[src/rtl/demux_pkg.sv]
// rtl/demux_pkg.sv - shared state encoding and lane indices for the 1:4 frame demux
package demux_pkg;

  typedef enum logic {
    HUNT = 1'b0,
    RUN  = 1'b1
  } state_t;

  localparam logic [1:0] LANE_A = 2'd0;
  localparam logic [1:0] LANE_B = 2'd1;
  localparam logic [1:0] LANE_C = 2'd2;
  localparam logic [1:0] LANE_D = 2'd3;

endpackage

[src/rtl/demux14_frame_gap_timer.sv]
// rtl/demux14_frame_gap_timer.sv - saturating idle-cycle counter for in-frame gap timeout
// expire is combinational so the top can let a same-cycle sample win over the timeout.
module gap_timer #(
  parameter int MAX_GAP = 15
) (
  input  logic clk,
  input  logic rst_n,
  input  logic clear,
  input  logic enable,
  output logic expire
);

  localparam int CW = $clog2(MAX_GAP + 1);
  localparam logic [CW-1:0] LAST = CW'(MAX_GAP - 1);
  localparam logic [CW-1:0] SAT  = CW'(MAX_GAP);

  logic [CW-1:0] r_count;

  always_ff @(posedge clk or negedge rst_n) begin
    if (!rst_n) begin
      r_count <= '0;
    end else if (clear) begin
      r_count <= '0;
    end else if (enable && (r_count != SAT)) begin
      r_count <= r_count + 1'b1;
    end
  end

  // Fires on the idle cycle that would bring the count up to MAX_GAP.
  assign expire = enable && (r_count == LAST);

endmodule

[src/rtl/demux14_frame.sv]
// rtl/demux14_frame.sv - sof-aligned 1:4 sample demux publishing whole frames atomically
module demux14_frame
  import demux_pkg::*;
#(
  parameter int W       = 1,
  parameter int MAX_GAP = 15
) (
  input  logic         clk,
  input  logic         rst_n,
  input  logic [W-1:0] din,
  input  logic         din_valid,
  input  logic         sof,
  output logic [W-1:0] a,
  output logic [W-1:0] b,
  output logic [W-1:0] c,
  output logic [W-1:0] d,
  output logic         frame_valid,
  output logic [1:0]   slot,
  output logic         sync_err
);

  state_t       r_state;
  logic [1:0]   r_slot;
  logic [W-1:0] r_cap_a, r_cap_b, r_cap_c;
  logic [W-1:0] r_a, r_b, r_c, r_d;
  logic         r_frame_valid;
  logic         r_sync_err;

  logic w_gap_clear;
  logic w_gap_enable;
  logic w_gap_expire;

  assign w_gap_clear  = (r_state == HUNT) || din_valid;
  assign w_gap_enable = (r_state == RUN) && !din_valid;

  gap_timer #(.MAX_GAP(MAX_GAP)) u_gap_timer (
    .clk    (clk),
    .rst_n  (rst_n),
    .clear  (w_gap_clear),
    .enable (w_gap_enable),
    .expire (w_gap_expire)
  );

  always_ff @(posedge clk or negedge rst_n) begin
    if (!rst_n) begin
      r_state       <= HUNT;
      r_slot        <= LANE_A;
      r_cap_a       <= '0;
      r_cap_b       <= '0;
      r_cap_c       <= '0;
      r_a           <= '0;
      r_b           <= '0;
      r_c           <= '0;
      r_d           <= '0;
      r_frame_valid <= 1'b0;
      r_sync_err    <= 1'b0;
    end else begin
      r_frame_valid <= 1'b0;
      r_sync_err    <= 1'b0;
      case (r_state)
        HUNT: begin
          if (din_valid && sof) begin
            r_cap_a <= din;
            r_slot  <= LANE_B;
            r_state <= RUN;
          end
        end
        RUN: begin
          if (din_valid && sof) begin
            // Early sof: drop the partial frame and restart on this sample.
            r_sync_err <= 1'b1;
            r_cap_a    <= din;
            r_slot     <= LANE_B;
          end else if (din_valid) begin
            case (r_slot)
              LANE_B: begin
                r_cap_b <= din;
                r_slot  <= LANE_C;
              end
              LANE_C: begin
                r_cap_c <= din;
                r_slot  <= LANE_D;
              end
              LANE_D: begin
                r_a           <= r_cap_a;
                r_b           <= r_cap_b;
                r_c           <= r_cap_c;
                r_d           <= din;
                r_frame_valid <= 1'b1;
                r_slot        <= LANE_A;
                r_state       <= HUNT;
              end
              default: begin
                r_slot  <= LANE_A;
                r_state <= HUNT;
              end
            endcase
          end else if (w_gap_expire) begin
            r_sync_err <= 1'b1;
            r_slot     <= LANE_A;
            r_state    <= HUNT;
          end
        end
        default: begin
          r_slot  <= LANE_A;
          r_state <= HUNT;
        end
      endcase
    end
  end

  assign a           = r_a;
  assign b           = r_b;
  assign c           = r_c;
  assign d           = r_d;
  assign frame_valid = r_frame_valid;
  assign slot        = r_slot;
  assign sync_err    = r_sync_err;

endmodule

[config.mk]
export PLATFORM = sky130hd
export DESIGN_NAME = demux14_frame
export DESIGN_NICKNAME = d
export VERILOG_FILES = /design/src/rtl/demux_pkg.sv /design/src/rtl/demux14_frame_gap_timer.sv /design/src/rtl/demux14_frame.sv
export SDC_FILE = /design/constraint.sdc
export NUM_CORES = 1
export LEC_CHECK = 0
export BUFFER_PORTS_ARGS = -buffer_cell sky130_fd_sc_hd__buf_2
export CORE_MARGIN = 4
export CORE_UTILIZATION = 52
export CTS_CLUSTER_DIAMETER = 30
export DETAILED_ROUTE_END_ITERATION = 6
export PLACE_DENSITY = 0.75
export SYNTH_ARGS = -nofsm -noshare
export SYNTH_HDL_FRONTEND = slang
export SYNTH_SLANG_ARGS = --single-unit
export TNS_END_PERCENT = 5
[constraint.sdc]
create_clock -name clk -period 1.4 [get_ports clk]
set_input_delay 0.07 -clock clk [delete_from_list [all_inputs] [get_ports clk]]
set_output_delay 0.07 -clock clk [all_outputs]
set_load 0.01 [all_outputs]
* After elaboration in Yosys (flattened, before gate mapping)
Index checks and enable logic that the tools add are counted.
** Storage, ports and cells
- Register bits :: 16
- Input bits :: 5
- Output and inout port bits :: 8
- Logic and storage cells :: 57
** Cells by class
- Add/subtract/negate cells :: 1
- Equality and inequality tests :: 7
- Mux-type cells :: 23
- Bitwise operators :: 2
- Reductions and logical operators :: 12
** Operators by type and width (number)
- 1-bit two-way mux :: 14
- 4-bit AND reduction :: 3
- 2-bit two-way mux :: 4
- 4-bit two-way mux :: 2
- 2-bit one-hot mux with 2 select lines :: 2
- 4-bit by 1-bit adder with 4-bit output, second input constant :: 1
- 2-bit equality test, second input constant :: 2
- 4-bit equality test, second input constant :: 1
- 1-bit logical AND :: 4
- 4-bit by 2-bit != test with 1-bit output, second input constant :: 1
- 4-bit != test, second input constant :: 1
- 2-bit by 1-bit equality test with 1-bit output, second input constant :: 1
- 2-bit by 1-bit != test with 1-bit output, second input constant :: 1
- 1-bit inverter :: 2
- 1-bit one-hot mux with 2 select lines :: 1
- 2-bit AND reduction :: 1
- 2-bit nonzero test :: 1
- 2-bit OR reduction :: 1
- 1-bit zero test :: 1
- 1-bit logical OR :: 1

* Depth between registers and ports, before layout
Gate-level depths: netlist (run 1).
- Depth after elaboration :: 7
- Depth in mapped cells :: 5
- Mapped depth without buffers :: 5

* Modules after synthesis
From an unflattened synthesis (run 1), not the netlist that was laid out.
** Second synthesis, totals
- Cell total of the unflattened synthesis :: 66
- Area total of the unflattened synthesis :: 840.8 um^2
** By module, submodules not included
- demux14_frame :: instances 1, cells an instance 43, area an instance 580.6 um^2, sequential area each 300.3 um^2
- gap_timer :: instances 1, cells an instance 23, area an instance 260.2 um^2, sequential area each 100.1 um^2

* Worst setup path before layout (run 1)
OpenSTA, ideal clock, no wires.
- Path kind :: register to register
- From :: reg u_gap_timer.r_count[0]
- To :: reg r_slot[1], in the netlist slot[1]
- Library setup time :: 126 ps
- Data arrival time :: 1126 ps
- Data required time :: 1274 ps
- Slack :: 147 ps
- Cell stages (with the launch flop) :: 6
- Period minus slack after synthesis :: 1253 ps
- Cells stage by stage :: dfrtp_1 -> inv_1 -> ha_1 -> and3_1 -> a211oi_1 -> a221o_2
** Between the ends
- Word-level cells in the longest chain between the ends :: 4
** RTL lines
- start, declared :: RTL line demux14_frame_gap_timer.sv:17 : logic [CW-1:0] r_count;
- start signal, assigned :: RTL line demux14_frame_gap_timer.sv:25 : r_count <= r_count + 1'b1;
- 4-bit equality test :: RTL line demux14_frame_gap_timer.sv:30 : assign expire = enable && (r_count == LAST);
- 1-bit logical AND :: RTL line demux14_frame_gap_timer.sv:30
- 4-bit by 2-bit != test with 1-bit output (no line)
- 2-bit AND reduction (no line)
- end signal, assigned :: RTL line demux14_frame.sv:47 : r_slot <= LANE_A;
- end signal, assigned :: RTL line demux14_frame.sv:64 : r_slot <= LANE_B;
- end signal, assigned :: RTL line demux14_frame.sv:73 : r_slot <= LANE_B;
- end, declared :: RTL line demux14_frame.sv:23 : logic [1:0] r_slot;
Every way passes these cells.
A chain may end at the register's enable or synchronous reset.

* Final worst setup path (run 1)
- From :: reg u_gap_timer.r_count[1]
- To :: reg r_slot[1], in the netlist slot[1]
Same word-level chain as after synthesis.

==> results of run 1 <==
state kept, by name, summed over array words and instances, names as in the netlist:
name	flops
r_cap_a	1
d	1
r_cap_c	1
sync_err	1
slot	2
a	1
frame_valid	1
u_gap_timer.r_count	4
r_state	1
c	1
b	1
r_cap_b	1
per-stage QoR:
step,total power [uW],utilization [%],hold WS (ns),setup WS [ns],area [um^2]
6_report,1272,66.82,0.07528,0.09517,902.1
5_1_grt,1363,66.82,0.07351,0.01573,902.1
4_1_cts,1289,66.82,0.07436,0.1015,902.1
3_5_place_dp,985.2,63.39,-0.005335,0.1274,855.8
3_3_place_gp,965.7,63.39,-0.001570,0.1624,855.8
2_1_floorplan,861.5,-,-0.2256,0.1472,773.2
layer usage:
metal,up-vias,GRT usage (%)
met3,2,3.516
met5,-,0
li1,268,-
met4,0,10.23
met1,261,15.61
met2,6,26.92
cells by family (layout without fill, tap and decap cells):
group | after synthesis | after routing | share of synthesized area (%)
flip-flops | 16 | 16 | 51.78
adder cells (fa/ha/maj) | 5 | 5 | 8.091
AO/OA/AOI/OAI | 9 | 9 | 7.769
buffers and inverters | 6 | 24 | 3.884
multiplexers | 8 | 8 | 11.49
XOR/XNOR | 1 | 1 | 1.133
AND/OR/NAND/NOR | 22 | 22 | 15.86
layout make-up:
type                    instances  area [um^2]
flip-flops and latches         16        400.4
repair buffers                 15        85.08
well taps                      15        18.77
inverters                       5        18.77
fillers                       119        447.9
clock buffers                   4        36.28
multi-input cells              45        342.8
how the worst max path moves through the flow:
stage                                       from                endpoint  slack (ns)  depth (start not counted)
after floorplan           u_gap_timer.r_count[0]                 slot[1]        0.15                          5
after detailed placement  u_gap_timer.r_count[0]  u_gap_timer.r_count[1]        0.13                          5
after global routing      u_gap_timer.r_count[0]  u_gap_timer.r_count[1]        0.02                          5
after CTS                 u_gap_timer.r_count[1]                 slot[1]        0.10                          4
after global placement    u_gap_timer.r_count[1]                 slot[1]        0.16                          4
final                     u_gap_timer.r_count[1]                 slot[1]         0.1                          4
power by group through the flow:
| stage | logic, uW | registers (uW) | clock network, uW |
|---|---|---|---|
| global route | 375 | 657 | 330 |
| detailed placement | 328 | 657 | 0 |
| finish | 324 | 647 | 301 |
| floorplan | 192 | 669 | 0 |
| CTS | 333 | 647 | 309 |
| global placement | 317 | 648 | 0 |
Yosys cell counts (2+ instances only):
master,count
ha_1,5
inv_1,5
nor3_1,2
nand2_1,3
nor2_1,5
mux2_2,7
o21ai_0,4
nand3_1,6
dfrtp_1,16
==> results.txt, run 1 <==
The run finished with clean final reports. The relative slew slack is 76.82%. The number of cells on the worst reg-to-reg path is 4.

The highest metal layer with signal wires is met4. The total wire length after detailed routing is 1.339 mm. After synthesis the netlist holds a flip-flop and latch count of 16. The count of buffer and inverter cells on the critical path is 0.

The worst hold path terminates at r_cap_a. The placement row count came out at 13. The biggest area contributor in the post-synthesis netlist is dfrtp_1.

The setup slack of the worst register-to-register path is 0.1 ns. The die extent in x is 46.56 um. The wire length the detailed router placed on met1 is 581 um.

CTS built an H-tree with a depth of 1. Setup violations remaining at the end of the flow were counted as 0. For the pin with the worst max-slew slack, the measured transition is 0.3477 ns. The largest clock skew in the final design came out at 0.004050 ns. The post-synth design cell area came out at 773.2 um^2. Cells with a size suffix above 1 make up 32.94% of the layout.

The number of global-route vias before repair came out at 533. The critical path is of the reg2reg type. The wire length of the first global-routing pass came out at 2.201 mm. The first routing iteration left 5 violations. In this run, synthesis inferred 0 flip-flops with an integrated enable. The worst hold-check path type is in2reg. The top cell types in the final layout, fill and taps aside, are dfrtp_1 (16), buf_2 (12), mux2_2 (7). Of the total power, registers draw 50.8%. The analysis attributes to cell leakage a power of 0.0004712 uW.

The TritonCTS buffer count came out at 3. The net load switching power came out at 375.4 uW. Ranked by total cell area, the synthesized netlist is headed by dfrtp_1 (52%), mux2_2 (10%), ha_1 (8.1%). The largest stage delay on the critical path came out at 0.43 ns. The slowest stage of the critical path is the dfrtp_1 cell. The pin count of the biggest net entering global routing is 17. The half-perimeter wire length after placement is 982.4 um.

The endpoint type of the worst setup path is a flip-flop. The area inside the core boundary came out at 1350 um^2. The endpoint of the worst register-to-register path is slot[1].

The later pin in the worst-skew pair is clocked with a latency of 0.28 ns. The logic gate share of total power came out at 25.5%. The proportion of power drawn by the clock network came out at 23.7%.

The switching part of the total is 29.52%. In this run the post-CTS setup repair buffer count came out at 0. The worst endpoint required time is 1.58 ns. The tree is rooted in a clkbuf_4. The total I/O pin count is 13. The worst-case IR drop observed on VDD is 927.5 uV. The kind of launch point of the worst setup path is a flip-flop.

The count of vias placed by the detailed router is 537. The net count after synthesis is 77. The leftover overflow at the end of global routing is 0.

The floorplan step defined a die boundary enclosing 2168 um^2. The number of antenna diodes in the final layout is 0. In this run the biggest area consumer among cell types represents 51.78% of the synthesized area.

The tool flagged a number of max-cap violations equal to 0. The post-CTS resize count came out at 0. The hold path startpoint is din.

The congestion estimate from routability-driven global placement came to 0.7248. The cell family contributing the most delay on the critical path is flip-flops. Counting every sink on the clock net gives 16.

After routing, the total negative slack on setup checks comes to 0 ns. The highest attainable clock frequency is 766.4 MHz. For this run, the leading register cell type out of synthesis is dfrtp_1. Setup repair after global routing left no endpoint under its margin.

The area overhead of the layout relative to synthesis is 16.67%. The count of nets left with antenna violations once routing finished came out at 0. The post-cts hold buffer count came out at 1. The met3 routed wirelength is 39 um. The clock-pin transition on the worst setup and hold timing paths came out at 0.09 ns.

The height of the chip came out at 46.56 um. The post-route fraction of the period consumed by the critical path is 93.20%. For this configuration, the core starts out at a cell density of 57.28%.

The number of distinct library cells after synthesis came out at 23. The number of antenna violations at the first check in global routing is 0. The deepest clock path buffer count came out at 2. The largest driver fanout on the critical path came out at 5. Dividing the detail-routed wire length by the instance count gives 13.39 um. The post-detailed-route DRC marker count is 0.

In the final design database the tool counted 96 nets. Global routing used 15.23% of the available tracks across all layers. Detailed routing placed a total of 706 um of wire on met2. Counting instances, the worst hold path has a depth of 2.

The number of buffers inserted by port buffering is 12. The internal power summed over all cells came out at 896.6 uW. The count of placed standard cells including taps came out at 95. The arrival time at the worst endpoint is 1.48 ns.

The TritonCTS clock tree is built. The finished layout holds 100 standard cells, fillers aside. The max-slew violation total from the final report came to 0. The average vias per placed instance is 5.370. The number of instances in the synthesized netlist is 67. The post-synthesis area per instance came out at 11.54 um^2.

The total power density per cell area came out at 1410 nW/um^2. The first TritonRoute pass finished after 4 iterations. The worst flop-to-flop path startpoint is u_gap_timer.r_count[1].

Leaving out fill and tap cells, the most frequent cell in the layout is dfrtp_1. In the synthesized netlist the async set-or-reset flop fraction comes to 100.0%. The time the worst path needs with I/O delays and setup came out at 1.305 ns. The count of final hold-check violations is 0. Walking the worst path, the cells encountered are ha_1, and3_1, a211oi_1, a221o_2. The share of the Yosys chip area taken by registers is 51.78%. The count of synthesis-stage warnings from yosys came out at 0.
Note: power is estimated with default switching activity, not from simulation.
==> inputs of run 2 (changes only) <==
--- a/config.mk
+++ b/config.mk
@@ -10,7 +10,7 @@
 export CORE_UTILIZATION = 52
 export CTS_CLUSTER_DIAMETER = 30
 export DETAILED_ROUTE_END_ITERATION = 6
-export PLACE_DENSITY = 0.75
+export PLACE_DENSITY = 0.78
 export SYNTH_ARGS = -nofsm -noshare
 export SYNTH_HDL_FRONTEND = slang
 export SYNTH_SLANG_ARGS = --single-unit
==> run 2 against run 1 <==
  * Critical path depth is the same
  * Design area decreased by 0.83%
  * Worst hold slack got worse by 0.011 ns
  * Count of clock-buffer cells in the layout unchanged
  * Total power about the same
  * Critical path type unchanged
  * Critical endpoint unchanged
==> results.txt, run 2 (synthesis results as in run 1) <==
The TritonCTS sink count came out at 16 (unchanged). The placement row count came to 13 (unchanged). The count of final hold-check violations is 0 (unchanged).

The switching part of the total came to 29.40% (-0.11 points). The flip-flop count of the largest register after layout was 4 (unchanged). The number of nets with antenna violations after detailed routing is 0 (unchanged). The post-CTS resize count came out at 0 (unchanged). The critical path is of the reg2reg type. The flow ran to the end, and the final reports show no timing, DRC or antenna violations. The cell family contributing the most delay on the critical path is flip-flops. The internal power summed over all cells came out at 897.7 uW (+0.12%). The sequential fraction of design power is 50.9% (about the same).

The deepest clock path buffer count is 2 (unchanged). The highest attainable clock frequency is 773.6 MHz (+0.95%). The leakage power figure is 0.0004658 uW (-1.2%). The worst supply voltage drop on vdd is 631.6 uV (-32%). The post-detailed-route DRC marker count was 0 (unchanged).

The number of buffers inserted by port buffering was 12 (unchanged). The total power density per cell area came out at 1421 nW/um^2 (+0.80%). The clock-pin transition on the worst setup and hold timing paths came to 0.09 ns (about the same).

The die area came to 2168 um^2 (unchanged). The logic gate share of total power is 25.7% (+0.2 points). The final-stage net count was 95 (-1.0%).

The worst endpoint required time is 1.57 ns (about the same). The arrival time at the worst endpoint came out at 1.46 ns (-0.02 ns). The antenna diode instance count is 0 (unchanged). The clock root buffer is clkbuf_4. The post-route setup TNS was 0 ns (unchanged). The count of vias placed by the detailed router is 546 (+1.7%). The final non-filler cell area came out at 894.6 um^2 (-0.83%). The largest stage delay on the critical path came out at 0.42 ns (about the same). The register bank with the most flops is u_gap_timer.r_count. The number of global-route vias before repair came out at 524 (-1.7%).

The half-perimeter wire length after placement is 965.1 um (-1.8%). The relative slew slack is 76.71% (-0.10 points). The post-route fraction of the period consumed by the critical path was 92.33% (-0.87 points). The H-tree level count came out at 1 (unchanged). The largest clock skew in the final design came out at 0.002615 ns (-0.001435 ns). The height of the chip is 46.56 um (unchanged). The leftover overflow at the end of global routing is 0 (unchanged).

The fraction of layout cells with a size suffix above 1 came out at 32.14% (-0.80 points). The total wire length after detailed routing came out at 1.309 mm (-2.2%). The library cell used most frequently in the layout, excluding fill and tap cells, is dfrtp_1.

The total I/O pin count came out at 13 (unchanged). Walking the worst path, the cells encountered are ha_1, and3_1, a211oi_1, a221o_2. STA classifies the critical path endpoint as a flip-flop. The count of buffer and inverter cells on the critical path is 0 (unchanged). The net load switching power was 373.9 uW (-0.41%). The first-pass detailed-route iteration total is 4 (unchanged). The buffers inserted during post-CTS setup optimization came to 0 (unchanged). The max-slew violation total from the final report is 0 (unchanged). TritonCTS built the clock tree. The largest driver fanout on the critical path is 5 (unchanged). The number of cells on the worst reg-to-reg path is 4 (unchanged). The initial cell density of the core is 57.28% (unchanged). The proportion of power drawn by the clock network came out at 23.4% (-0.3 points). The final estimated routing congestion in global placement is 0.8132 (+12%). The clock latency reported for the late side of the worst-skew pair came to 0.28 ns (about the same). The final number of setup-violating endpoints was 0 (unchanged).

The worst hold path cell count is 2 (unchanged). The number of antenna violations at the first check in global routing came out at 0 (unchanged). The average vias per placed instance came out at 5.515 (+2.7%). Setup repair after global routing left no endpoint under its margin. The time the worst path needs with I/O delays and setup was 1.293 ns (-0.01223 ns). The post-placement cell area came to 848.3 um^2 (-0.88%). The count of routing violations after the opening detailed-route iteration is 7 (+2). The worst-margin pin slew is 0.3493 ns (+0.001543 ns). The area inside the core boundary came out at 1350 um^2 (unchanged). The worst hold-check path type is in2reg. The number of max-capacitance violations reported is 0 (unchanged). The top cell types in the final layout, fill and taps aside, are dfrtp_1 (16), buf_2 (12), mux2_2 (7). The number of logic stages on the critical path including buffering is 4 (unchanged). The post-detailed-route wirelength per cell is 13.22 um (-1.3%).

The pin count of the biggest net entering global routing came out at 17 (unchanged). The wire length of the first global-routing pass came out at 2.208 mm (+0.32%). The worst setup path is launched from a flip-flop. The largest individual stage delay along the critical path comes from the cell dfrtp_1. The total track usage is 14.76% (-0.47 points). The area overhead of the layout relative to synthesis is 15.70%. The TritonCTS buffer count is 3 (unchanged). The die extent in x is 46.56 um (unchanged).
[run 2: cell count changes in the layout (fill, tap and decap cells not counted)]
| cell | previous run | this run |
|---|---|---|
| buf_4 | 2 | 1 |
[run 2: worst register-to-register path: cells and delay by family, from the launching register on]
family,cells,cell delay (ns)
compound gates,2,0.40
flops,1,0.42
simple gates,1,0.18
fa+ha+maj,1,0.18
[run 2: power by group through the flow]
stage	Clock, uW	Sequential, uW	Combinational [uW]
after global routing	332	665	363
after floorplan	0	669	192
final	298	647	327
after global placement	0	651	316
after detailed placement	0	658	329
after CTS	316	648	335
[run 2: area by class of cell]
cell class / instances / area, um^2
clock buffer: 4 / 36.28
fill: 112 / 455.4
inverter: 5 / 18.77
multi-input combinational: 45 / 342.8
sequential: 16 / 400.4
tap: 15 / 18.77
timing repair buffer: 14 / 77.57
[run 2: timing repair]
item                                    4_1_cts  5_1_grt
endpoints found under the hold margin        16        0
hold buffers                                  1        0
endpoints found under the setup margin        0        0
[run 2: path summary, 6_finish.rpt]
check,slack [ns],startpoint,to
max in group asynchronous,0.93,rst_n,u_gap_timer.r_count[1]
worst max register to register,0.11,u_gap_timer.r_count[1],slot[1]
min in group asynchronous,0.21,rst_n,slot[0]
worst min-delay path,0.06,din,d
worst max-delay path,0.11,u_gap_timer.r_count[1],slot[1]
worst min register to register,0.51,d,d
[run 2: per-layer routing]
metal,up-vias,global-route usage [%],part of all wire [%]
met3,2,2.734,5.9
met1,263,18.58,47
met2,17,22.53,46
li1,264,-,-
met5,-,0,0
met4,0,10.23,0.99
[run 2: stage by stage]
step           power [uW]  hold slack (ns)  cells  worst slack [ns]  util, %
3_5_place_dp        987.3        -0.002168     94            0.1136    62.84
2_1_floorplan       861.5          -0.2256     67            0.1472        -
4_1_cts              1299          0.05197     99           0.09894    66.27
3_3_place_gp        966.7        -0.002020     94            0.1612    62.84
6_report             1272          0.06396     99            0.1074    66.27
5_1_grt              1361          0.07119     99           0.03029    66.27
